`config.mk`:
```
export PLATFORM = sky130hd
export DESIGN_NAME = niosii_oci_dct_trace_capture_flat
export DESIGN_NICKNAME = d
export VERILOG_FILES = /design/src/rtl/niosii_oci_dct_trace_capture_pkg.sv /design/src/rtl/niosii_oci_dct_trace_capture_if.sv /design/src/rtl/niosii_oci_sync_fifo.sv /design/src/rtl/niosii_oci_dct_trace_capture.sv /design/src/flat_wrapper.sv
export SDC_FILE = /design/constraint.sdc
export NUM_CORES = 1
export LEC_CHECK = 0
export BUFFER_PORTS_ARGS = -buffer_cell sky130_fd_sc_hd__buf_2
export CAP_MARGIN = 20
export CORE_MARGIN = 2
export CORE_UTILIZATION = 40
export CTS_CLUSTER_DIAMETER = 100
export DETAILED_ROUTE_END_ITERATION = 6
export HOLD_SLACK_MARGIN = 0.03
export MAX_ROUTING_LAYER = met4
export PLACE_DENSITY = 0.66
export SLEW_MARGIN = 20
export SYNTH_ARGS = -nofsm -noshare
export SYNTH_HDL_FRONTEND = slang
export SYNTH_SLANG_ARGS = --single-unit
```
`constraint.sdc`:
```
create_clock -name clk -period 14.1 [get_ports clk]
set_input_delay 3.525 -clock clk [delete_from_list [all_inputs] [get_ports clk]]
set_output_delay 3.525 -clock clk [all_outputs]
set_load 0.05 [all_outputs]
```
`src/rtl/niosii_oci_dct_trace_capture_pkg.sv`:
```
// Shared types and helpers for the Nios II OCI debug-core-trace capture buffer.
package niosii_oci_pkg;

  localparam int STATE_W = 2;

  typedef enum logic [STATE_W-1:0] {
    RUN   = 2'd0,
    FLUSH = 2'd1,
    DONE  = 2'd2
  } trace_state_e;

  // Elaboration-time ceil(log2(value)); value is expected to be >= 1.
  function automatic int clog2(input int value);
    int result;
    int remaining;
    result    = 0;
    remaining = value - 1;
    while (remaining > 0) begin
      result++;
      remaining = remaining >> 1;
    end
    return result;
  endfunction

endpackage

```
`src/rtl/niosii_oci_dct_trace_capture_if.sv`:
```
// Bundle of DCT sample, read-port and status signals around the trace capture buffer.
interface niosii_oci_dct_trace_capture_if
  import niosii_oci_pkg::*;
#(
  parameter int BUF_W  = 30,
  parameter int CNT_W  = 4,
  parameter int DEPTH  = 16,
  parameter int DROP_W = 16
);

  localparam int LVL_W = clog2(DEPTH) + 1;

  logic                   dct_valid;
  logic [BUF_W-1:0]       dct_buffer;
  logic [CNT_W-1:0]       dct_count;
  logic                   dct_stall;
  logic                   test_ending;
  logic                   test_has_ended;
  logic                   rd_valid;
  logic                   rd_ready;
  logic [BUF_W+CNT_W-1:0] rd_data;
  logic [LVL_W-1:0]       fifo_level;
  logic [DROP_W-1:0]      drop_count;
  trace_state_e           trace_state;
  logic                   trace_done;

  // master = trace producer plus read-port consumer; slave = the capture buffer.
  modport master (
    output dct_valid, dct_buffer, dct_count, test_ending, test_has_ended, rd_ready,
    input  dct_stall, rd_valid, rd_data, fifo_level, drop_count, trace_state, trace_done
  );

  modport slave (
    input  dct_valid, dct_buffer, dct_count, test_ending, test_has_ended, rd_ready,
    output dct_stall, rd_valid, rd_data, fifo_level, drop_count, trace_state, trace_done
  );

endinterface

```
`src/rtl/niosii_oci_sync_fifo.sv`:
```
// First-word fall-through synchronous FIFO; full/empty come from an extra pointer wrap bit.
module niosii_oci_sync_fifo
  import niosii_oci_pkg::*;
#(
  parameter int W     = 34,
  parameter int DEPTH = 16,
  localparam int AW   = clog2(DEPTH)
) (
  input  logic         clk,
  input  logic         reset,
  input  logic         wr_en,
  input  logic [W-1:0] wr_data,
  input  logic         rd_en,
  output logic [W-1:0] rd_data,
  output logic         full,
  output logic         empty,
  output logic [AW:0]  level
);

  logic [W-1:0] mem [DEPTH];
  logic [AW:0]  wptr;
  logic [AW:0]  rptr;

  always_ff @(posedge clk or posedge reset) begin
    if (reset) begin
      wptr <= '0;
      rptr <= '0;
    end else begin
      if (wr_en) wptr <= wptr + 1'b1;
      if (rd_en) rptr <= rptr + 1'b1;
    end
  end

  // Storage carries no reset; rd_data is masked to zero while empty instead.
  always_ff @(posedge clk) begin
    if (wr_en) mem[wptr[AW-1:0]] <= wr_data;
  end

  assign empty   = (wptr == rptr);
  assign full    = (wptr[AW] != rptr[AW]) && (wptr[AW-1:0] == rptr[AW-1:0]);
  assign level   = wptr - rptr;
  assign rd_data = empty ? '0 : mem[rptr[AW-1:0]];

endmodule

```
`src/rtl/niosii_oci_dct_trace_capture.sv`:
```
// DCT trace capture buffer: sample accept/drop logic, drop counter, RUN/FLUSH/DONE sequencer.
module niosii_oci_dct_trace_capture
  import niosii_oci_pkg::*;
#(
  parameter int BUF_W         = 30,
  parameter int CNT_W         = 4,
  parameter int DEPTH         = 16,
  parameter int STALL_ON_FULL = 0,
  parameter int DROP_W        = 16
) (
  input logic                            clk,
  input logic                            reset,
  niosii_oci_dct_trace_capture_if.slave  bus
);

  localparam int DATA_W = BUF_W + CNT_W;

  logic              full;
  logic              empty;
  logic              wr_req;
  logic              rd_fire;
  logic              wr_en;
  logic              drop;
  logic [DROP_W-1:0] drop_q;
  logic              done_q;
  trace_state_e      state;

  // A full FIFO still takes a sample when the head leaves in the same cycle.
  assign wr_req  = bus.dct_valid && (bus.dct_count != '0) && (state == RUN);
  assign rd_fire = bus.rd_valid && bus.rd_ready;
  assign wr_en   = wr_req && (!full || rd_fire);
  assign drop    = wr_req && full && !rd_fire && (STALL_ON_FULL == 0);

  niosii_oci_sync_fifo #(
    .W     (DATA_W),
    .DEPTH (DEPTH)
  ) u_fifo (
    .clk     (clk),
    .reset   (reset),
    .wr_en   (wr_en),
    .wr_data ({bus.dct_count, bus.dct_buffer}),
    .rd_en   (rd_fire),
    .rd_data (bus.rd_data),
    .full    (full),
    .empty   (empty),
    .level   (bus.fifo_level)
  );

  always_ff @(posedge clk or posedge reset) begin
    if (reset) begin
      drop_q <= '0;
    end else if (drop && (drop_q != '1)) begin
      drop_q <= drop_q + 1'b1;
    end
  end

  always_ff @(posedge clk or posedge reset) begin
    if (reset) begin
      state  <= RUN;
      done_q <= 1'b0;
    end else begin
      case (state)
        RUN: begin
          if (bus.test_ending || bus.test_has_ended) state <= FLUSH;
        end
        FLUSH: begin
          if (empty && bus.test_has_ended) begin
            state  <= DONE;
            done_q <= 1'b1;
          end
        end
        DONE: begin
          state  <= DONE;
          done_q <= 1'b1;
        end
        default: state <= RUN;
      endcase
    end
  end

  assign bus.rd_valid    = !empty;
  assign bus.dct_stall   = (STALL_ON_FULL != 0) ? full : 1'b0;
  assign bus.drop_count  = drop_q;
  assign bus.trace_state = state;
  assign bus.trace_done  = done_q;

endmodule

```
`src/flat_wrapper.sv`:
```
// flat-port wrapper written by rule: the top's interface ports become plain ports
module niosii_oci_dct_trace_capture_flat import niosii_oci_pkg::*;
#(
  parameter int BUF_W         = 30,
  parameter int CNT_W         = 4,
  parameter int DEPTH         = 16,
  parameter int STALL_ON_FULL = 0,
  parameter int DROP_W        = 16
)
  (clk, reset, bus_dct_valid, bus_dct_buffer, bus_dct_count, bus_test_ending, bus_test_has_ended, bus_rd_ready, bus_dct_stall, bus_rd_valid, bus_rd_data, bus_fifo_level, bus_drop_count, bus_trace_state, bus_trace_done);
  niosii_oci_dct_trace_capture_if #(.BUF_W(BUF_W), .CNT_W(CNT_W), .DEPTH(DEPTH), .DROP_W(DROP_W)) bus_i ();
  input logic clk;
  input logic reset;
  input wire logic [$bits(bus_i.dct_valid)-1:0] bus_dct_valid;
  input wire logic [$bits(bus_i.dct_buffer)-1:0] bus_dct_buffer;
  input wire logic [$bits(bus_i.dct_count)-1:0] bus_dct_count;
  input wire logic [$bits(bus_i.test_ending)-1:0] bus_test_ending;
  input wire logic [$bits(bus_i.test_has_ended)-1:0] bus_test_has_ended;
  input wire logic [$bits(bus_i.rd_ready)-1:0] bus_rd_ready;
  output wire logic [$bits(bus_i.dct_stall)-1:0] bus_dct_stall;
  output wire logic [$bits(bus_i.rd_valid)-1:0] bus_rd_valid;
  output wire logic [$bits(bus_i.rd_data)-1:0] bus_rd_data;
  output wire logic [$bits(bus_i.fifo_level)-1:0] bus_fifo_level;
  output wire logic [$bits(bus_i.drop_count)-1:0] bus_drop_count;
  output wire logic [$bits(bus_i.trace_state)-1:0] bus_trace_state;
  output wire logic [$bits(bus_i.trace_done)-1:0] bus_trace_done;
  assign bus_i.dct_valid = bus_dct_valid;
  assign bus_i.dct_buffer = bus_dct_buffer;
  assign bus_i.dct_count = bus_dct_count;
  assign bus_i.test_ending = bus_test_ending;
  assign bus_i.test_has_ended = bus_test_has_ended;
  assign bus_i.rd_ready = bus_rd_ready;
  assign bus_dct_stall = bus_i.dct_stall;
  assign bus_rd_valid = bus_i.rd_valid;
  assign bus_rd_data = bus_i.rd_data;
  assign bus_fifo_level = bus_i.fifo_level;
  assign bus_drop_count = bus_i.drop_count;
  assign bus_trace_state = bus_i.trace_state;
  assign bus_trace_done = bus_i.trace_done;
  niosii_oci_dct_trace_capture #(.BUF_W(BUF_W), .CNT_W(CNT_W), .DEPTH(DEPTH), .STALL_ON_FULL(STALL_ON_FULL), .DROP_W(DROP_W)) u_core (.clk(clk), .reset(reset), .bus(bus_i));
endmodule
```
* After elaboration in Yosys (flattened, before gate mapping) *
Memory sizes are Yosys's and may differ from the RTL's.
Cells that the tools add are included.

operators by class
  add/subtract/negate cells = 4
  eq/ne operators = 8
  multiplexer cells = 8
  reduce and logical (&&, ||, !) cells = 19

operators with widths
  cell                                                                      number
  34-bit 2-to-1 mux                                                         1
  16-bit by 1-bit adder with 16-bit output (second input constant)          1
  16-bit inequality test (second input constant)                            1
  5-bit by 1-bit adder with 5-bit output (second input constant)            2
  1-bit logical AND                                                         9
  2-bit one-hot mux with 3 select lines                                     1
  5-bit == test                                                             1
  5-bit subtractor                                                          1
  4-bit == test                                                             1
  2-bit 2-to-1 mux                                                          2
  2-bit AND reduction                                                       2
  4-bit nonzero test                                                        1
  1-bit zero test                                                           3
  1-bit 2-to-1 mux                                                          3
  2-bit by 1-bit == test with 1-bit output (second input constant)          1
  2-bit == test (second input constant)                                     1
  2-bit zero test                                                           1
  1-bit logical OR                                                          2
  2-bit by 1-bit inequality test with 1-bit output (second input constant)  1
  2-bit inequality test (second input constant)                             1
  1-bit one-hot mux with 2 select lines                                     1
  2-bit nonzero test                                                        1
  1-bit inequality test                                                     1

word-level totals
  register bits = 29
  memory bits (writable) = 544
  input bits = 40
  output and inout port bits = 60
  logic and storage cells = 45
  memories kept = 1

memory list
  name               depth  width  rd ports  clocked after memory_dff  write ports  line                        text
  u_core.u_fifo.mem  16     34     1         0                         1            niosii_oci_sync_fifo.sv:20  logic [W-1:0] mem [DEPTH];

* Logic depth before layout (Yosys ltp) *
  depth in word-level cells = 7
  depth in mapped cells = 9
  mapped depth without buffers = 7

* Cells and area by module *
From an unflattened synthesis, not the netlist that was laid out.

unflattened totals
  cells, all modules = 1,078
  area, all modules = 22,760.6 um^2

modules (own cells, without submodules)
  module                        instances  cells an instance  area an instance (um^2)  seq. area each (um^2)
  niosii_oci_sync_fifo          1          974                21,672.0                 16,585.9
  niosii_oci_dct_trace_capture  1          104                1,088.5                  475.5

* Worst setup path before layout *
No wires, ideal clock.

  kind = in2reg
  from = input port bus_dct_count[1]
  to = memory u_core.u_fifo.mem[3][0], enable pin
  library setup time = 0.467 ns
  arrival time = 6.654 ns
  required time = 13.633 ns
  slack = 6.978 ns
  cell stages on the path = 4
  path buffers = 0
  path through = nor4_1 a311oi_2 nand2_1 nor3_1

on the way
  cells in the longest elaborated chain, start to end = 6

ends and longest elaborated chain
  what                                    line                                text
  start, declared                         flat_wrapper.sv:16                  input wire logic [$bits(bus_i.dct_count)-1:0] bus_dct_count;
  4-bit nonzero test                      niosii_oci_dct_trace_capture.sv:29  assign wr_req = bus.dct_valid && (bus.dct_count != '0) && (state == RUN);
  1-bit logical AND (2 in a row)          niosii_oci_dct_trace_capture.sv:29
  1-bit logical AND                       niosii_oci_dct_trace_capture.sv:31  assign wr_en = wr_req && (!full || rd_fire);
  1-bit 2-to-1 mux                        niosii_oci_sync_fifo.sv:36          if (wr_en) mem[wptr[AW-1:0]] <= wr_data;
  1-bit 2-to-1 mux (implied by the code)  niosii_oci_sync_fifo.sv:36
  end, declared                           niosii_oci_sync_fifo.sv:20

No other way between the ends.

* Final worst setup path *
  from = register u_core.u_fifo.rptr[0]
  to = output port bus_rd_data[0]

on the way
  cells in the longest elaborated chain, start to end = 2
  elaborated cells between the ends (all ways) = 3
  those cells by class = eq/ne (1); mux (1); memory (1)

ends and longest elaborated chain
  what                                                      line                        text
  start, declared                                           niosii_oci_sync_fifo.sv:22  logic [AW:0] rptr;
  start signal, assigned                                    niosii_oci_sync_fifo.sv:30  if (rd_en) rptr <= rptr + 1'b1;
  memory read 16 x 34 bit or 5-bit == test (tied branches)  -
  34-bit 2-to-1 mux *                                       niosii_oci_sync_fifo.sv:42  assign rd_data = empty ? '0 : mem[rptr[AW-1:0]];
  end, declared                                             flat_wrapper.sv:22          output wire logic [$bits(bus_i.rd_data)-1:0] bus_rd_data;

Mark *: on every way between the ends. The rest lies on a longest branch, timed or not.

==> results.toml <==
[outcome]
outcome = "finished, final reports clean"

[setup_path]
cpMostUsedCell = "buf_4"
reg2reg_depth = 6
crit_path_end_kind = "output pin"
arrival_ns = 4.27
crit_chain = "buf_4, buf_4, mux4_2, mux2i_1, o22ai_1, buf_2"
worst-path-stages = 6
cp_num_buf_inv = 3
crit_family = "buffers and inverters"
crit_path_max_incr_delay_ns = 0.87
critPathRequiredTime_ns = 10.57
start_kind = "register"
critPathKind = "reg2out"
path_max_fanout = 44
crit_slowest_cell = "dfrtp_4"
r2r_setup_slack_ns = 10.28

[global_routing]
groute.usage.overall = 0.171
grt_pass1_wl_um = 69700
grt_pass1_vias = 10929
grt_max_degree = 62
antenna_found_initial = 4
overflow = 0

[timing]
finalCritPeriodShare = 0.553
final-hold-violation-count = 0
rsz0062_at_grt = "no"
worst_pin_slew_ns = 1.03
fin_ws_ns = 6.31
relSlewSlack = 0.314
slew_viol_final = 0
fin_tns_setup_ns = 0
clock_skew_ns = 0.0161
finalSetupViolations = 0
period_needed_ns = 7.79
fmax_ghz = 0.128

[logic_synthesis]
synth_edf_count = 544
synth_area_sq_um = 22300
synth.top_cell.area_share = 0.732
synthCells = 1012
synth_common_cells = "edfxtp_1, mux4_2, mux2i_1"
synth_cell_types = 40
yosysMostFrequentCell = "edfxtp_1"
synth_flop_cell = "edfxtp_1"
async_flop_share = 0.0506
yosysWarningCount = 0
yosysSeqAreaShare = 0.765
synth_area_leader_cell = "edfxtp_1"
synth_nets = 1067
ys_seq_elements = 573
synth_area_leaders = "edfxtp_1, mux4_2, dfrtp_1"
syn_area_per_cell_sq_um = 22.0

[cells_and_area]
nets = 1196
fill_cells = 4554
seq_area_sq_um = 17100
fin_cells = 1939
area_delta_synth_final_pct = 14.9
multiInputGateArea_sq_um = 5070
drive_gt1_frac = 0.307

[worst_hold_path]
hold_depth = 2
min_path_type = "reg2reg"

[power_and_ir_drop]
leakagePower_nw = 8.46
p_total_w = 0.00533
ir_worst_vdd_uv = 107
powerDensity_nw_per_um2 = 208

[clocking]
path_clk_slew_ns = 0.06
cts_resized = 0
cts_setup_buffers = 0
clockRootBuffer = "clkbuf_16"
cts_made_buffers = 56
insertion_delay_ns = 0.61
cts_tree = "yes"
hold_buffers = 0
htreeDepth = 2
cts_sinks = 573
cts_buffer_depth = 3

[floorplanning]
start_util = 0.405
fp.coreArea_sq_um = 55100
die_width_um = 240
die_area_sq_um = 57700
io_pins = 100
std_cell_rows = 86
die-height_um = 240

[placement]
placedCellCount = 1830
io_buffers = 98
hpwl_um = 23300
gp_congestion = 0.773
post-place-ws_ns = 6.82

[routing]
vias_per_cell = 5.31
firstDrtPassIters = 5
ant_nets = 0
drc = 0
vias = 10291
drt_iter0_drc = 742
wire_per_inst_um = 24.0
routed_wl_um = 46500

[flow_run]
cap_violations = 0
-- per-layer routing --
| layer | GRT usage | wire length, um | vias to the layer above |
|---|---|---|---|
| met5 | - | 0 | - |
| met2 | 0.282 | 23600 | 217 |
| met3 | 0.0272 | 1990 | 58 |
| li1 | - | - | 4502 |
| met1 | 0.220 | 20100 | 5514 |
| met4 | 0.0491 | 865 | 0 |
-- where the power goes --
| part | leakage [nW] | switching [W] | internal, W |
|---|---|---|---|
| logic | 2.31 | 0.00118 | 0.000648 |
| registers | 5.27 | 0.0000885 | 0.00195 |
| clock network | 0.878 | 0.000614 | 0.000849 |
-- kinds of logic (layout without fill, tap and decap cells) --
logic type / after synthesis / after routing / synth area share
adders and majority gates: 15 / 15 / 0.00875
and+or+nand+nor: 61 / 61 / 0.0149
AOI/OAI and AO/OA: 59 / 59 / 0.0175
buffers and inverters: 68 / 244 / 0.0133
other: 1 / 4 / 0.000168
xor gates and xnor gates: 25 / 25 / 0.00981
muxes: 210 / 210 / 0.171
DFF: 573 / 573 / 0.765
-- registers in the layout, indices dropped and copies added, names as in the netlist --
signal                  count
u_core.bus.drop_count      16
u_core.u_fifo.rptr          5
u_core.u_fifo.wptr          5
u_core.u_fifo.mem         544
u_core.bus.trace_done       1
u_core.bus.trace_state      2
-- through the flow --
stage | util | area (sq um) | hold WS [ns]
after floorplan | - | 22300 | 0.485
after CTS | 0.465 | 25600 | 0.497
after detailed placement | 0.432 | 23800 | 0.478
after global routing | 0.465 | 25600 | 0.535
final | 0.465 | 25600 | 0.483
after global placement | 0.432 | 23800 | 0.483
-- placed cells by master, fill, tap and decap left out, types with 22 or more instances in the layout --
| cell | n |
|---|---|
| edfxtp_1 | 544 |
| o22ai_1 | 34 |
| clkbuf_16 | 57 |
| buf_4 | 22 |
| dfrtp_1 | 27 |
| mux2i_1 | 69 |
| buf_2 | 98 |
| xnor2_1 | 23 |
| mux4_2 | 136 |
-- layout make-up --
cell class,instances,share of cell area
clock buffer,68,0.0572
tap,748,0.0365
timing repair buffer,121,0.0266
sequential,573,0.666
multi-input combinational,371,0.198
inverter,18,0.00273
clock inverter,37,0.0131
antenna,3,0.000293
-- worst register-to-register path, delay by kind of cell, from the launching register on --
kind | cells | cell delay (ns)
AOI/OAI and AO/OA | 1 | 0.60
adders and majority gates | 1 | 0.39
buffers and inverters | 1 | 0.53
DFF | 1 | 0.87
and+or+nand+nor | 3 | 1.03
-- final timing paths --
path	start	to
max in group asynchronous	reset	u_core.u_fifo.rptr[0]$_DFFE_PP0P_
setup / recovery	u_core.u_fifo.rptr[0]$_DFFE_PP0P_	bus_rd_data[0]
hold reg to reg	u_core.bus.trace_done$_DFFE_PP0P_	u_core.bus.trace_done$_DFFE_PP0P_
setup reg to reg	u_core.u_fifo.rptr[0]$_DFFE_PP0P_	u_core.u_fifo.mem[12][11]$_DFFE_PP_
hold / removal	u_core.bus.trace_done$_DFFE_PP0P_	u_core.bus.trace_done$_DFFE_PP0P_
min in group asynchronous	reset	u_core.u_fifo.rptr[2]$_DFFE_PP0P_
No activity file was read; power rests on OpenSTA's default activity.
